===== src/rtl/fsm_run_ctrl_pkg.sv =====
// Shared encodings for the lap-run controller
// and its benches.
package fsm_run_ctrl_pkg;

  typedef enum logic [1:0] {
    S_IDLE  = 2'b00,
    S_RUN   = 2'b01,
    S_FLUSH = 2'b10,
    S_DONE  = 2'b11
  } state_t;

  localparam int NREQ = 2;

  localparam logic [1:0] FSM_FIRST  = 2'b11;
  localparam logic [1:0] FSM_SECOND = 2'b01;
  localparam logic [1:0] FSM_THIRD  = 2'b10;

endpackage


===== src/rtl/fsm_run_ctrl_rr_arb2.sv =====
// Two-way round-robin pick; on a tie the
// requester that was not served last wins.
module rr_arb2
  import fsm_run_ctrl_pkg::*;
(
  input  logic [NREQ-1:0] req,
  input  logic            last,
  output logic [NREQ-1:0] win
);

  always_comb begin
    win = '0;
    unique case (req)
      2'b01:   win = 2'b01;
      2'b10:   win = 2'b10;
      2'b11:   win = last ? 2'b01 : 2'b10;
      default: win = '0;
    endcase
  end

endmodule


===== src/rtl/fsm_run_ctrl.sv =====
// Grants the lap FSM to one of two requesters
// and counts its terminal events down to done.
module fsm_run_ctrl
  import fsm_run_ctrl_pkg::*;
#(
  parameter int LAP_W = 8
) (
  input  logic             clk,
  input  logic             rst,
  input  logic [1:0]       req,
  input  logic [LAP_W-1:0] laps0,
  input  logic [LAP_W-1:0] laps1,
  input  logic             hold,
  input  logic             abort,
  input  logic             terminal,
  output logic             fsm_pause,
  output logic             fsm_restart,
  output logic [1:0]       gnt,
  output logic [1:0]       done,
  output logic             aborted,
  output logic             busy,
  output logic [LAP_W-1:0] laps_left
);

  state_t           r_state, w_nxt;
  logic             r_last, w_last;
  logic [1:0]       r_gnt, w_gnt;
  logic [LAP_W-1:0] r_laps, w_laps;
  logic             r_abt, w_abt;
  logic [1:0]       w_win;

  rr_arb2 u_arb (
    .req  (req),
    .last (r_last),
    .win  (w_win)
  );

  always_ff @(posedge clk) begin
    if (rst) begin
      r_state <= S_IDLE;
      r_last  <= 1'b1;
      r_gnt   <= '0;
      r_laps  <= '0;
      r_abt   <= 1'b0;
    end else begin
      r_state <= w_nxt;
      r_last  <= w_last;
      r_gnt   <= w_gnt;
      r_laps  <= w_laps;
      r_abt   <= w_abt;
    end
  end

  // Pause/restart never look at terminal,
  // so there is no loop through the FSM.
  always_comb begin
    w_nxt       = r_state;
    w_last      = r_last;
    w_gnt       = r_gnt;
    w_laps      = r_laps;
    w_abt       = r_abt;
    fsm_pause   = 1'b1;
    fsm_restart = 1'b1;
    done        = '0;
    aborted     = 1'b0;
    unique case (r_state)
      S_IDLE: begin
        if (|req) begin
          w_gnt  = w_win;
          w_last = w_win[1];
          w_laps = w_win[1] ? laps1 : laps0;
          w_nxt  = (w_laps == '0) ? S_DONE : S_RUN;
        end
      end
      S_RUN: begin
        fsm_restart = 1'b0;
        fsm_pause   = hold;
        if (abort) begin
          w_nxt = S_FLUSH;
        end else if (terminal) begin
          w_laps = r_laps - 1'b1;
          if (r_laps == LAP_W'(1))
            w_nxt = S_DONE;
        end
      end
      S_FLUSH: begin
        w_abt = 1'b1;
        w_nxt = S_DONE;
      end
      S_DONE: begin
        done    = r_gnt;
        aborted = r_abt;
        w_gnt   = '0;
        w_abt   = 1'b0;
        w_nxt   = S_IDLE;
      end
      default: w_nxt = S_IDLE;
    endcase
  end

  assign gnt       = r_gnt;
  assign busy      = (r_state != S_IDLE);
  assign laps_left = r_laps;

endmodule


===== config.mk =====
export PLATFORM = sky130hd
export DESIGN_NAME = fsm_run_ctrl
export DESIGN_NICKNAME = d
export VERILOG_FILES = /design/src/rtl/fsm_run_ctrl_pkg.sv /design/src/rtl/fsm_run_ctrl_rr_arb2.sv /design/src/rtl/fsm_run_ctrl.sv
export SDC_FILE = /design/constraint.sdc
export NUM_CORES = 1
export LEC_CHECK = 0
export ABC_CLOCK_PERIOD_IN_PS = 3500
export CAP_MARGIN = 10
export CORE_AREA = 2 2 51 53
export DETAILED_ROUTE_END_ITERATION = 10
export DIE_AREA = 0 0 53 55
export PLACE_DENSITY = 0.8
export SYNTH_ARGS = -nofsm -noshare
export SYNTH_HDL_FRONTEND = slang
export SYNTH_HIERARCHICAL = 1
export SYNTH_SLANG_ARGS = --single-unit

===== constraint.sdc =====
create_clock -name clk -period 3.5 [get_ports clk]
set_clock_uncertainty 0.05 [all_clocks]
set_input_delay 0.7 -clock clk [delete_from_list [all_inputs] [get_ports clk]]
set_output_delay 0.7 -clock clk [all_outputs]
set_load 0.005 [all_outputs]

Word-level counts from Yosys, hierarchy flattened
Cells that the tools add are included.
{ "op_classes": {"addsub": 1, "eq_ne": 12, "muxes": 20, "reduce_logical": 11} }
{ "ops": {"columns": ["operator", "n"], "rows": [
  ["$mux 8", 4],
  ["$mux 2", 8],
  ["$pmux 8 s2", 1],
  ["$eq 2x2->1 const B", 4],
  ["$eq 8x1->1 const B", 1],
  ["$logic_not 8->1", 1],
  ["$pmux 2 s4", 1],
  ["$reduce_bool 2->1", 4],
  ["$sub 8x1->8 const B", 1],
  ["$ne 2x2->1 const B", 3],
  ["$ne 3x3->1 const B", 2],
  ["$pmux 2 s3", 1],
  ["$eq 2x1->1 const B", 2],
  ["$pmux 2 s2", 1],
  ["$reduce_and 2->1", 2],
  ["$reduce_and 4->1", 1],
  ["$mux 1", 3],
  ["$reduce_and 3->1", 1],
  ["$logic_not 2->1", 1],
  ["$pmux 1 s2", 1],
  ["$reduce_or 2->1", 1]
]} }
{ "totals": {"reg_bits": 14, "output_inout_bits": 16} }

Depth between registers and ports, before layout
Gate-level depths: netlist (run 1).
{ "depth": {"word_depth": 7, "ltp_mapped": 8, "ltp_nobuf": 6} }

Hierarchy
The synthesis (run 1) kept the hierarchy.
{ "modules_own_cells": {"columns": ["mod", "instances", "cells_each", "area_per_inst_um2", "seq_area_each_um2"], "rows": [
  ["fsm_run_ctrl", 1, 131, 1017.2, 280.3],
  ["rr_arb2", 1, 3, 18.8, 0.0]
]} }

Worst setup path after synthesis (run 1)
No wires, ideal clock.
{ "synth_path": {"path_type": "input-to-reg", "start": "in req[1]", "end": "reg r_state[1]", "setup_ns": 0.080, "arrival_ns": 1.873, "required_time_ns": 3.370, "slack_ns": 1.497, "cell_stages": 5, "path_buffers": 0, "path_cell_list": "a21boi_0 -> or4b_2 -> nor4_1 -> nor4b_1 -> nor3b_1"} }
{ "synth_via": {"elab_chain_len": 7, "word_cells_on_any_way": 12, "classes_between": "eq/ne: 4; mux: 5; reduce/logical: 3"} }
{ "synth_rtl": {"columns": ["element", "line", "text"], "rows": [
  ["start: declaration", "fsm_run_ctrl.sv:10", "input logic [1:0] req,"],
  ["$eq 2x2->1 or $eq 2x1->1 (tied branches)", "fsm_run_ctrl_rr_arb2.sv:13", "unique case (req)"],
  ["$pmux 2 s3", "fsm_run_ctrl_rr_arb2.sv:13", null],
  ["$mux 8", "fsm_run_ctrl.sv:71", "w_laps = w_win[1] ? laps1 : laps0;"],
  ["$logic_not 8->1", "fsm_run_ctrl.sv:72", "w_nxt = (w_laps == '0) ? S_DONE : S_RUN;"],
  ["$mux 2", "fsm_run_ctrl.sv:72", null],
  ["$mux 2", "fsm_run_ctrl.sv:68", "if (|req) begin"],
  ["$pmux 2 s4", "fsm_run_ctrl.sv:66", "unique case (r_state)"],
  ["end signal: assignment", "fsm_run_ctrl.sv:46", "r_state <= w_nxt;"],
  ["end: declaration", "fsm_run_ctrl.sv:25", "state_t r_state, w_nxt;"]
]} }
Parallel ways exist; a longest one is shown, timed or not. The select of a mux whose other input is x is not followed.
A chain may end at the register's enable or synchronous reset.

Final worst setup path (run 1)
{ "layout_path": {"start": "in req[0]", "end": "reg r_state[1]"} }
{ "layout_via": {"elab_chain_len": 7, "word_cells_on_any_way": 12, "classes_between": "eq/ne: 4; mux: 5; reduce/logical: 3"} }
{ "layout_rtl": {"columns": ["element", "line", "text"], "rows": [
  ["$eq 2x2->1 or $eq 2x1->1 (tied branches)", "fsm_run_ctrl_rr_arb2.sv:13", null],
  ["$pmux 2 s3 (*)", "fsm_run_ctrl_rr_arb2.sv:13", null],
  ["via w_win[1]", "fsm_run_ctrl.sv:30", "logic [1:0] w_win;"],
  ["$mux 8 (*)", "fsm_run_ctrl.sv:71", null],
  ["$logic_not 8->1 (*)", "fsm_run_ctrl.sv:72", null],
  ["$mux 2 (*)", "fsm_run_ctrl.sv:72", null],
  ["$mux 2 (*)", "fsm_run_ctrl.sv:68", null],
  ["$pmux 2 s4 (*)", "fsm_run_ctrl.sv:66", null]
]} }
The timed path passes the listed nets; every way through them passes the cells marked *. The select of a mux whose other input is x is not followed.

==> out/metrics.cfg, run 1 <==
[status]
status = finished clean

[critical_path]
slowest_stage = or4b_2
worst-path-max-fanout = 12
cp.required_ns = 3.65
cp.arrival_ns = 2.78
start_kind = input port
critPathTopFamily = simple AND/OR/NAND/NOR gates
worst-path-buf-inv = 2
cp_cell_sequence = clkdlybuf4s50_1 -> a21boi_0 -> buf_4 -> or4b_2 -> nor4_1 -> nor4b_1 -> nor3b_1
criticalPathCategory = in2reg
max_stage_delay_ns = 0.67
end_kind = register

[clock_tree]
clockBufferDepth = 2
clk_pin_slew_ns = 0.09
htreeDepth = 1
postCtsSetupRepairBufs = 0
clock-sinks = 14
numCtsBuffers = 3
ctsResizeCount = 0
clock_latency_ns = 0.28
ctsHoldBuffers = 0
cts_tree = yes
root_buffer = clkbuf_4

[floorplanning]
die_area_mm2 = 0.00292
start_util_pct = 43.8
rows = 18
ioPinCount = 39
die_y_um = 55
die_w_um = 53
core_mm2 = 0.00236

[pwr]
powerDensity_mw_per_mm2 = 765
leakagePower_nw = 0.556
total_power_mw = 1.12
ir_drop_mv = 0.473

[synth]
netlist_area_mm2 = 0.00104
ys_types = 42
ys.flop_type = dfxtp_1
synth_top_family_by_area = simple AND/OR/NAND/NOR gates
synth_xor_area_share_pct = 0
ys.warnings.count = 6
synth_compound_area_share_pct = 24.0
syn_inst = 134
syn_nets = 163
syn_avg_cell_area_um2 = 7.73
synth_fa_ha_area_share_pct = 7.25
seq_area_frac_synth_pct = 27.1
yosys.area_share.simple_pct = 27.7
ys_ff_latch = 14
synth-async-reset-ratio_pct = 0
synth-edff-count = 0
muxShareOfSynthArea_pct = 7.85

[placed_design]
dp_hpwl_um = 2110
place_area_mm2 = 0.00144
place_congestion = 0.833
port_buffers = 38

[global_routing]
grt_max_degree = 19
use_met1_pct = 28.4
grtUsageMet2_pct = 34.6
busiest_layer = met2
grt.overflow.total = 0
antenna_found_initial = 0
grt_pass1_wl_um = 4580
grtUsageMet3_pct = 3.49
first_global_vias = 1048
track_usage_pct = 21.4

[route]
wl_um = 2690
ant_nets = 0
num_vias = 1120
drc_errors = 0
viasPerCell = 5.63
drtPass1Iterations = 4
detail_route.wl_per_cell_um = 13.5
drtIter0Drc = 40

[min_path]
hold_class = reg2reg

[timing]
finalSetupViolations = 0
fin_crit_sh_pct = 75.0
rsz0062_at_grt = no
worstMarginPinSlew_ns = 0.735
slew_headroom_pct = 50.5
worst_hold_slack_ns = 0.444
slew_violations = 0
finalHoldViolations = 0
final.min_clock_period_ns = 2.62
fin_tns_setup_ns = 0
fmax_mhz = 381

[final_layout]
nFillCells = 223
finalInstanceArea_mm2 = 0.00146
drive_above_1_share_pct = 5.92
syn_to_final_growth_pct = 40.7
antenna_cells = 0
fin_nets = 200

[job]
maxCapViolations = 0

## power by group
group          internal, mW  total, mW  switching [mW]
Combinational         0.358      0.716           0.358
Sequential            0.227      0.307          0.0807
Clock                0.0398     0.0926          0.0527
Total                 0.624       1.12           0.492
## final timing paths
check / to / cells after the start / from / slack [ns]
worst min-delay path: laps_left[7] / 2 / laps_left[7] / 0.44
worst max register to register: laps_left[2] / 7 / r_state[1] / 1.33
worst min register to register: laps_left[7] / 2 / laps_left[7] / 0.44
worst max-delay path: r_state[1] / 7 / req[0] / 0.88
## Yosys cell counts (3+ instances only)
cell	number	area (um^2)
buf_2	3	15.0
dfxtp_1	14	280
mux2i_1	7	70.1
nor2_1	10	37.5
inv_1	7	26.3
o21ai_0	10	50.1
clkbuf_1	5	18.8
a21oi_1	10	50.1
o31a_1	3	26.3
and2_1	3	18.8
ha_1	6	75.1
nand2_1	11	41.3
nor3_1	3	15.0
o22ai_1	3	18.8
nand3_1	3	15.0
## through the flow
stage          utilization [%]  setup WS (ns)  instances
5_1_grt                   61.6          0.802        199
3_5_place_dp              60.7          0.639        196
6_report                  61.6          0.876        199
4_1_cts                   61.6          0.928        199
3_3_place_gp              60.7          0.774        196
2_1_floorplan                -           1.50        134
## sequential cells by signal (all words and copies together) (netlist names)
name       flops
laps_left      8
gnt            2
r_state        2
r_abt          1
r_last         1
## final cells by class
cell class,count,area [um^2],share of cell area (%)
multi-input combinational,104,692,47.5
timing repair buffer,40,395,27.1
sequential,14,280,19.2
tap,30,37.5,2.58
inverter,8,30.0,2.06
clock buffer,3,22.5,1.55
## tightest hold or removal path, delay by kind of cell, from the launching register on
kind,cells,cell delay (ns)
flops,1,0.33
compound gates,2,0.13
## routing by layer
| layer | routed length, um | vias to the layer above |
|---|---|---|
| met5 | 0 | - |
| met4 | 33 | 0 |
| met3 | 211 | 4 |
| met2 | 1260 | 55 |
| met1 | 1180 | 500 |
| li1 | - | 561 |
## cells by family (layout without fill, tap and decap cells)
kind of cell,Yosys count,count (layout)
and+or+nand+nor,51,51
AOI/OAI and AO/OA,39,39
buffers and inverters,16,51
DFF,14,14
muxes,8,8
adders and majority gates,6,6
## placed cells by master (no fill, tap or decap), drive strengths merged, types with 2 or more instances in the layout
master,count
clkdlybuf4s50,38
dfxtp,14
nand2,11
o21ai,11
nor2,10
a21oi,10
inv,7
mux2i,7
ha,6
and2,3
nand3,3
nor3,3
o22ai,3
o31a,3
clkbuf,3
nand2b,2
nor2b,2
o41ai,2
a22oi,2
or3,2
or4,2
or4b,2
nor4,2
nor3b,2
buf,2
or3b,2
a21boi,2
Note: power is estimated with default switching activity, not from simulation.
==> inputs of run 2 (changes only) <==
Settings changed: ABC_CLOCK_PERIOD_IN_PS 3500 to 2550, CORE_AREA 2 2 51 53 to 2 2 53 55, DIE_AREA 0 0 53 55 to 0 0 55 57, PLACE_DENSITY 0.8 to 0.75.
Clock period 3.5 ns to 2.55 ns, I/O delays scaled along.
==> run 2 against run 1 <==
- cell area up 0.60%
- clock-buffer cell count stayed put
- power rose by 38%
- combinational power grew 39%
- largest power group unchanged
==> out/metrics.cfg, run 2 (same netlist as run 1, synthesis figures left out) <==
[clock_tree]
clk_pin_slew_ns = 0.08  ; about the same
ctsResizeCount = 0  ; unchanged
root_buffer = clkbuf_4
numCtsBuffers = 3  ; unchanged
postCtsSetupRepairBufs = 0  ; unchanged
clock_latency_ns = 0.28  ; about the same
htreeDepth = 1  ; unchanged
clock-sinks = 14  ; unchanged
ctsHoldBuffers = 0  ; unchanged
cts_tree = yes
clockBufferDepth = 2  ; unchanged

[critical_path]
slowest_stage = clkdlybuf4s50_1
worst-path-max-fanout = 8  ; -4
end_kind = primary output
max_stage_delay_ns = 0.51  ; -0.16 ns
cp.required_ns = 1.99  ; -1.66 ns
start_kind = register
cp.arrival_ns = 1.75  ; -1.03 ns
cp_cell_sequence = inv_1 -> ha_1 -> clkinv_1 -> clkdlybuf4s50_1
criticalPathCategory = reg2out

[route]
viasPerCell = 5.60  ; -0.55%
wl_um = 2750  ; +2.2%
ant_nets = 0  ; unchanged
drtPass1Iterations = 4  ; unchanged
drc_errors = 0  ; unchanged
detail_route.wl_per_cell_um = 13.7  ; +1.1%
num_vias = 1125  ; +0.45%
drtIter0Drc = 18  ; -55%

[timing]
fmax_mhz = 432
slew_headroom_pct = 52.3  ; +1.8 points
slew_violations = 0  ; unchanged
fin_tns_setup_ns = 0  ; unchanged
fin_crit_sh_pct = 90.7
final.min_clock_period_ns = 2.31
setup_ws_ns = 0.237  ; -0.639 ns
finalSetupViolations = 0  ; unchanged
worstMarginPinSlew_ns = 0.708  ; -0.0268 ns
rsz0062_at_grt = no
finalHoldViolations = 0  ; unchanged

[pwr]
total_power_mw = 1.54  ; +38%
powerDensity_mw_per_mm2 = 1050  ; +38%
ir_drop_mv = 0.622  ; +31%
leakagePower_nw = 0.561  ; +0.86%

[placed_design]
place_area_mm2 = 0.00144  ; +0.61%
port_buffers = 38  ; unchanged
dp_slack_ns = 0.0861  ; -0.553 ns
place_congestion = 0.863  ; +3.6%
dp_hpwl_um = 2160  ; +2.2%

[floorplanning]
die_w_um = 55  ; +3.8%
rows = 19  ; +1
die_y_um = 57  ; +3.6%
die_area_mm2 = 0.00314  ; +7.5%
start_util_pct = 39.6  ; -4.2 points
core_mm2 = 0.00262  ; +11%
ioPinCount = 39  ; unchanged

[global_routing]
grt.overflow.total = 0  ; unchanged
track_usage_pct = 19.2  ; -2.3 points
grt_pass1_wl_um = 4550  ; -0.59%
first_global_vias = 1029  ; -1.8%
antenna_found_initial = 0  ; unchanged
grt_max_degree = 16  ; -3

[final_layout]
antenna_cells = 0  ; unchanged
finalInstanceArea_mm2 = 0.00147  ; +0.60%
largest_reg_flops = 8  ; unchanged
fin_nets = 201  ; +0.50%
syn_to_final_growth_pct = 41.5
mostFrequentLayoutCells = clkdlybuf4s50_1, dfxtp_1, nand2_1
drive_above_1_share_pct = 6.47  ; +0.55 points
fin_util_pct = 56.1  ; -5.6 points
final_common_cell = clkdlybuf4s50_1

[job]
maxCapViolations = 0  ; unchanged

[status]
status = finished clean

[min_path]
hold_class = reg2reg

==> run 2: layer usage <==
metal / GRT usage (%) / share of wire [%]
met1: 26.6 / 46
met2: 31.0 / 47
met3: 0.785 / 5.8
met4: 7.32 / 1.2
met5: 0 / 0
==> run 2: final timing paths <==
path | startpoint | endpoint | slack (ns) | cells after the start
worst max register to register | r_state[1] | laps_left[5] | 0.41 | 7
worst min register to register | laps_left[7] | laps_left[7] | 0.44 | 2
worst min-delay path | laps_left[7] | laps_left[7] | 0.44 | 2
worst max-delay path | r_state[1] | fsm_restart | 0.24 | 4
==> run 2: area by class of cell <==
cell class	instances	area, um^2
fill	260	1150
multi-input combinational	104	692
timing repair buffer	41	403
sequential	14	280
tap	31	38.8
inverter	8	30.0
clock buffer	3	22.5
==> run 2: worst max-delay path, delay by kind of cell (launching register included) <==
kind                       cells  cell delay [ns]
buffers and inverters          3             0.86
adders and majority gates      1             0.27
DFF                            1             0.35
==> run 2: through the flow <==
stage	hold slack [ns]	std cells
CTS	0.447	201
global route	0.457	201
floorplan	0.403	134
finish	0.445	201
global placement	0.418	198
detailed placement	0.430	198
==> run 2: power by group <==
part	switching, mW	internal, mW	total, mW
logic	0.499	0.495	0.993
registers	0.113	0.311	0.424
clock network	0.0722	0.0548	0.127
